### config.mk
export PLATFORM = sky130hd
export DESIGN_NAME = mem_arbiter
export DESIGN_NICKNAME = d
export VERILOG_FILES = /design/src/rtl/mem_arbiter.sv
export SDC_FILE = /design/constraint.sdc
export NUM_CORES = 1
export LEC_CHECK = 0
export CORE_AREA = 4 4 113 115
export DETAILED_ROUTE_END_ITERATION = 6
export DIE_AREA = 0 0 117 119
export PLACE_DENSITY = 0.82
export SLEW_MARGIN = 10
export SYNTH_ARGS = -nofsm -noshare
export SYNTH_HDL_FRONTEND = slang
export SYNTH_SLANG_ARGS = --single-unit
### constraint.sdc
create_clock -name clk -period 3.95 [get_ports clk]
set_input_delay 0.395 -clock clk [delete_from_list [all_inputs] [get_ports clk]]
set_output_delay 0.395 -clock clk [all_outputs]
set_load 0.02 [all_outputs]
### src/rtl/mem_arbiter.sv
// mem_arbiter: shares one memory port between instruction fetch (port 0)
// and data access (port 1) using the enable/rw/ack handshake.
// Each transaction runs IDLE -> BUSY -> DRAIN. The next grant is held off
// until memory has withdrawn ack and the served port has dropped enable.
// Build options:
//   MEM_ARB_RR_EN  defined: round-robin on simultaneous requests
//                  undefined (default): fixed priority, port 1 over port 0
module mem_arbiter #(
  parameter int unsigned WIDTH      = 32,
  parameter int unsigned ADDR_WIDTH = 32
) (
  input  logic                  clk,
  input  logic                  reset,
  // port 0: instruction fetch
  input  logic                  p0_enable,
  input  logic                  p0_rw,
  input  logic [ADDR_WIDTH-1:0] p0_addr,
  input  logic [WIDTH-1:0]      p0_data_in,
  output logic [WIDTH-1:0]      p0_data_out,
  output logic                  p0_ack,
  // port 1: data access
  input  logic                  p1_enable,
  input  logic                  p1_rw,
  input  logic [ADDR_WIDTH-1:0] p1_addr,
  input  logic [WIDTH-1:0]      p1_data_in,
  output logic [WIDTH-1:0]      p1_data_out,
  output logic                  p1_ack,
  // shared memory side
  output logic                  mem_enable,
  output logic                  mem_rw,
  output logic [ADDR_WIDTH-1:0] mem_addr,
  output logic [WIDTH-1:0]      mem_data_in,
  input  logic [WIDTH-1:0]      mem_data_out,
  input  logic                  mem_ack
);

  localparam logic [1:0] ST_IDLE  = 2'd0;
  localparam logic [1:0] ST_BUSY  = 2'd1;
  localparam logic [1:0] ST_DRAIN = 2'd2;

  logic [1:0]            state_q, state_d;
  logic                  grant_q, grant_d;
  logic                  rw_q, rw_d;
  logic [ADDR_WIDTH-1:0] addr_q, addr_d;
  logic [WIDTH-1:0]      data_q, data_d;

  logic any_req;
  logic win;
  logic grant_en;

`ifdef MEM_ARB_RR_EN
  logic ptr_q, ptr_d;
`endif

  // Pick the port to serve if a grant happens this cycle.
  always_comb begin
    any_req = p0_enable | p1_enable;
`ifdef MEM_ARB_RR_EN
    if (p0_enable && p1_enable) begin
      win = ptr_q;
    end else begin
      win = p1_enable;
    end
`else
    win = p1_enable;
`endif
    grant_en = grant_q ? p1_enable : p0_enable;
  end

  // Next-state logic; the request is captured only at grant so later
  // changes on the served port's inputs have no effect.
  always_comb begin
    state_d = state_q;
    grant_d = grant_q;
    rw_d    = rw_q;
    addr_d  = addr_q;
    data_d  = data_q;
    case (state_q)
      ST_IDLE: begin
        if (any_req) begin
          state_d = ST_BUSY;
          grant_d = win;
          rw_d    = win ? p1_rw      : p0_rw;
          addr_d  = win ? p1_addr    : p0_addr;
          data_d  = win ? p1_data_in : p0_data_in;
        end
      end
      ST_BUSY: begin
        if (mem_ack) begin
          state_d = ST_DRAIN;
        end
      end
      ST_DRAIN: begin
        if (!mem_ack && !grant_en) begin
          state_d = ST_IDLE;
        end
      end
      default: state_d = ST_IDLE;
    endcase
  end

  // State, grant and latched request; reset aborts any transfer in flight.
  always_ff @(posedge clk or posedge reset) begin
    if (reset) begin
      state_q <= ST_IDLE;
      grant_q <= 1'b0;
      rw_q    <= 1'b0;
      addr_q  <= '0;
      data_q  <= '0;
    end else begin
      state_q <= state_d;
      grant_q <= grant_d;
      rw_q    <= rw_d;
      addr_q  <= addr_d;
      data_q  <= data_d;
    end
  end

`ifdef MEM_ARB_RR_EN
  // Tie-break pointer: after every grant the other port becomes preferred.
  always_comb begin
    ptr_d = ptr_q;
    if (state_q == ST_IDLE && any_req) begin
      ptr_d = ~win;
    end
  end

  // Pointer register.
  always_ff @(posedge clk or posedge reset) begin
    if (reset) begin
      ptr_q <= 1'b0;
    end else begin
      ptr_q <= ptr_d;
    end
  end
`endif

  assign mem_enable  = (state_q == ST_BUSY);
  assign mem_rw      = rw_q;
  assign mem_addr    = addr_q;
  assign mem_data_in = data_q;

  // Ack is passed through only to the granted port and only while BUSY.
  assign p0_ack = mem_enable & mem_ack & ~grant_q;
  assign p1_ack = mem_enable & mem_ack &  grant_q;

  assign p0_data_out = mem_data_out;
  assign p1_data_out = mem_data_out;

endmodule

Word level (Yosys, flattened, before mapping)
Cells that the tools add are included.
{"block": "word_totals", "in_bits": 167, "elab_cells": 29, "out_inout_bits": 132, "ff_bits": 68}
{"block": "classes", "mux": 8, "n_reduce_logical": 6, "bitwise": 5, "eq_ne": 5}
{"op": "32-bit two-way mux", "count": 2}
{"op": "2-bit two-way mux", "count": 3}
{"op": "2-bit one-hot mux with 3 select lines", "count": 1}
{"op": "2-bit != test, second input constant", "count": 2}
{"op": "1-bit bitwise AND", "count": 3}
{"op": "3-bit AND reduction", "count": 1}
{"op": "2-bit by 1-bit == test with 1-bit output, second input constant", "count": 1}
{"op": "2-bit == test, second input constant", "count": 1}
{"op": "1-bit logical NOT", "count": 2}
{"op": "2-bit logical NOT", "count": 1}
{"op": "1-bit two-way mux", "count": 2}
{"op": "2-bit by 1-bit != test with 1-bit output, second input constant", "count": 1}
{"op": "2-bit AND reduction", "count": 1}
{"op": "1-bit logical AND", "count": 1}
{"op": "1-bit NOT", "count": 1}
{"op": "1-bit OR", "count": 1}

Depth between registers and ports, before layout
{"block": "logic_depth", "word_depth": 5, "mapped_depth": 6, "mapped_depth_nobuf": 3}

Least setup slack after synthesis
OpenSTA, ideal clock, no wires.
{"block": "synth_timing", "path_kind": "register to output", "startpoint": "reg state_q[1]", "endpoint": "out p0_ack", "stages_incl_launch_ff": 4, "n_path_buf": 0, "t_arrival_ns": 1.195, "slack_ns": 2.360, "required_time_ns": 3.555, "cell_sequence": "dfrtp_1 > nor2b_1 > nand2_1 > nor2_1"}
{"block": "synth_between", "elab_chain_cells": 3}
{"item": "start, declared", "line": "41", "rtl": "logic [1:0] state_q, state_d;"}
{"item": "start signal, assigned", "line": "111", "rtl": "state_q <= state_d;"}
{"item": "2-bit by 1-bit == test with 1-bit output", "line": "138", "rtl": "assign mem_enable = (state_q == ST_BUSY);"}
{"item": "via mem_enable", "line": "29", "rtl": "output logic mem_enable,"}
{"item": "1-bit bitwise AND (2 in a row)", "line": "144", "rtl": "assign p0_ack = mem_enable & mem_ack & ~grant_q;"}
{"item": "end, declared", "line": "20", "rtl": "output logic p0_ack,"}
The timed path passes the listed nets, and every way through them passes these cells.

Worst setup path after layout
{"block": "layout_timing", "startpoint": "reg state_q[1]", "endpoint": "out p1_ack"}
{"block": "layout_between", "elab_chain_cells": 3}
{"item": "2-bit by 1-bit == test with 1-bit output", "line": "138"}
{"item": "1-bit bitwise AND (2 in a row)", "line": "145", "rtl": "assign p1_ack = mem_enable & mem_ack & grant_q;"}
{"item": "end, declared", "line": "27", "rtl": "output logic p1_ack,"}
Every way passes these cells.

==> results_dict.tcl <==
set metrics [dict create \
    ys_seq_area_frac 0.413 \
    ant_nets 0 \
    min_path_type "flop to flop" \
    grt_max_degree 68 \
    timing.critical_path.cells "nor2b_1 -> and3_1 -> clkdlybuf4s50_1" \
    hold_viol 0 \
    dp_hpwl_mm 7.62 \
    die_area_sq_um 13900 \
    clockPowerShare 0.183 \
    max_slew_margin 0.235 \
    cts-root-buf "clkbuf_16" \
    die_y_um 119 \
    rsz0062_at_grt "no" \
    core_sq_um 11800 \
    p_int_uw 2960 \
    via_count 2691 \
    p_switching_uw 1440 \
    die_width_um 117 \
    finClkSkew_ps 6.38 \
    yosys-top-cells-area "dfrtp_1, mux2_4, mux2_2, buf_4, buf_6" \
    synth_cell_types 15 \
    viasPerCell 4.66 \
    numCtsBuffers 9 \
    arrival_ps 1760 \
    fin_crit_sh 0.545 \
    drtPass1Iterations 3 \
    crit_path_start_kind "flop" \
    yosys.area.top_type_share 0.413 \
    synth.most_common_cell "dfrtp_1" \
    yosysWarnings 0 \
    final_cells 578 \
    drt_iter0_drc 60 \
    criticalPathCategory "flop to output port" \
    htree_levels 3 \
    postSynth.asyncResetShare 1.00 \
    seqPwrFrac 0.289 \
    gr-usage-all-layers 0.141 \
    clkSinkCount 68 \
    cts_setup_buffers 0 \
    pwr-share-comb 0.528 \
    grt_antenna_before_repair 1 \
    critPathMaxFanout 4 \
    synth_cells 291 \
    synth_commonest_cells "dfrtp_1, mux2_4, buf_4, mux2_2, buf_6" \
    postCtsHoldBufs 0 \
    routed_wl_mm 9.96 \
    final_nets 594 \
    rows 40 \
    status "finished clean" \
    critPathRequiredTime_ps 3560 \
    ios 299 \
    ys_ff_latch 68 \
    fmax_mhz 465 \
    io_buffers 202 \
    slowest_stage "clkdlybuf4s50_1" \
    synthFlopType "dfrtp_1" \
    synth.largest_area_cell "dfrtp_1" \
    clk_latency_ps 320 \
    power_density_nw_per_um2 729 \
    synth_edf_count 0 \
    grt_first_pass_wirelength_mm 15.1 \
    gp_congestion 0.736 \
    tightestPinTransition_ps 1150 \
    finalPower_uw 4390 \
    clk_path_buf_depth 2 \
    drive_above_1_share 0.346 \
    grt.overflow.total 0 \
    worst_setup_path_end_kind "output port" \
    synth_nets 458 \
    path_clk_slew_ps 50 \
    grt_pass1_vias 3009 \
    synth_area_sq_um 4120 \
    min_period_ps 2150 \
    placed_cells 563 \
    setup_violations 0 \
    postCtsResizedCells 0 \
    area_delta_synth_final_pct 46.5 \
    wl_per_cell_um 17.2 \
    p_sw_frac 0.328 \
    antenna_cells 0 \
    initial_core_util 0.348 \
    syn_area_per_cell_sq_um 14.1 \
    slowest_delay_ps 620 \
    peakVddDrop_uv 279 \
    drv_slew 0 \
    cts_tree "built" \
    setup_tns_ps 0 \
    power.leakage_uw 0.00256 \
    cap_violations 0 \
    drc 0 \
]
## layout make-up
cell class	instances	area [sq um]
Clock buffer	14	274
Timing Repair Buffer	204	2030
Inverter	2	7.51
Multi-Input combinational cell	142	1800
Sequential cell	68	1700
Clock inverter	1	30.0
Tap cell	147	184
Fill cell	1037	5780
## power by group through the flow
stage          Combinational, uW  Clock, uW  Sequential [uW]
3_3_place_gp                2310          0             1270
5_1_grt                     2450        864             1320
3_5_place_dp                2350          0             1270
4_1_cts                     2360        833             1280
2_1_floorplan               1050          0             1680
6_report                    2320        806             1270
## logic make-up (layout without fill, tap and decap cells)
family,after synthesis,count (layout),synth area share
compound gates,5,5,0.00821
mux,131,131,0.420
flops,68,68,0.413
buf+inv,81,221,0.152
simple gates,6,6,0.00669
## state kept, by name, summed over array words and instances, names as in the netlist
signal	count
grant_q	1
state_q	2
mem_addr	32
mem_rw	1
mem_data_in	32
## per-layer routing
metal	track usage	routed length (um)	vias up
met5	0	20	-
met4	0.0903	471	2
met3	0.0600	1130	45
met2	0.239	4840	151
met1	0.139	3500	1274
li1	-	-	1219
## through the flow
step | hold slack [ps] | utilization | worst slack [ps] | cell area [sq um]
final | 503 | 0.510 | 1800 | 6030
after global routing | 522 | 0.510 | 1670 | 6030
after CTS | 507 | 0.510 | 1770 | 6030
after detailed placement | 493 | 0.485 | 1550 | 5720
after global placement | 467 | 0.485 | 1590 | 5720
after floorplan | 450 | - | 1840 | 4120
## placed cells by master, fill, tap and decap left out
master,netlist,routed
clkdlybuf4s50_1,0,201
dfrtp_1,68,68
mux2_4,67,67
mux2_2,64,64
clkbuf_16,0,9
clkbuf_8,0,3
buf_4,64,3
nor2_1,2,2
nand2_1,2,2
o21ai_0,2,2
clkbuf_1,0,2
o21a_4,0,1
nor2b_1,1,1
and3_1,1,1
inv_2,0,1
a22o_1,1,1
inv_1,2,1
a21o_1,1,1
bufinv_16,0,1
## final timing paths
kind	start	slack [ps]	end	depth (start not counted)
hold / removal	mem_addr[22]	500	mem_addr[22]	1
setup reg to reg	state_q[0]	1830	mem_addr[27]	3
min in group asynchronous	reset	520	mem_addr[18]	2
hold reg to reg	mem_addr[22]	500	mem_addr[22]	1
setup / recovery	state_q[1]	1800	p1_ack	3
max in group asynchronous	reset	2510	mem_addr[7]	3
## worst max-delay path, delay by kind of cell, from the launching register on
family	cells	cell delay, ps
DFF	1	380
and+or+nand+nor	2	440
buffers and inverters	1	620
No activity file was read; power rests on OpenSTA's default activity.
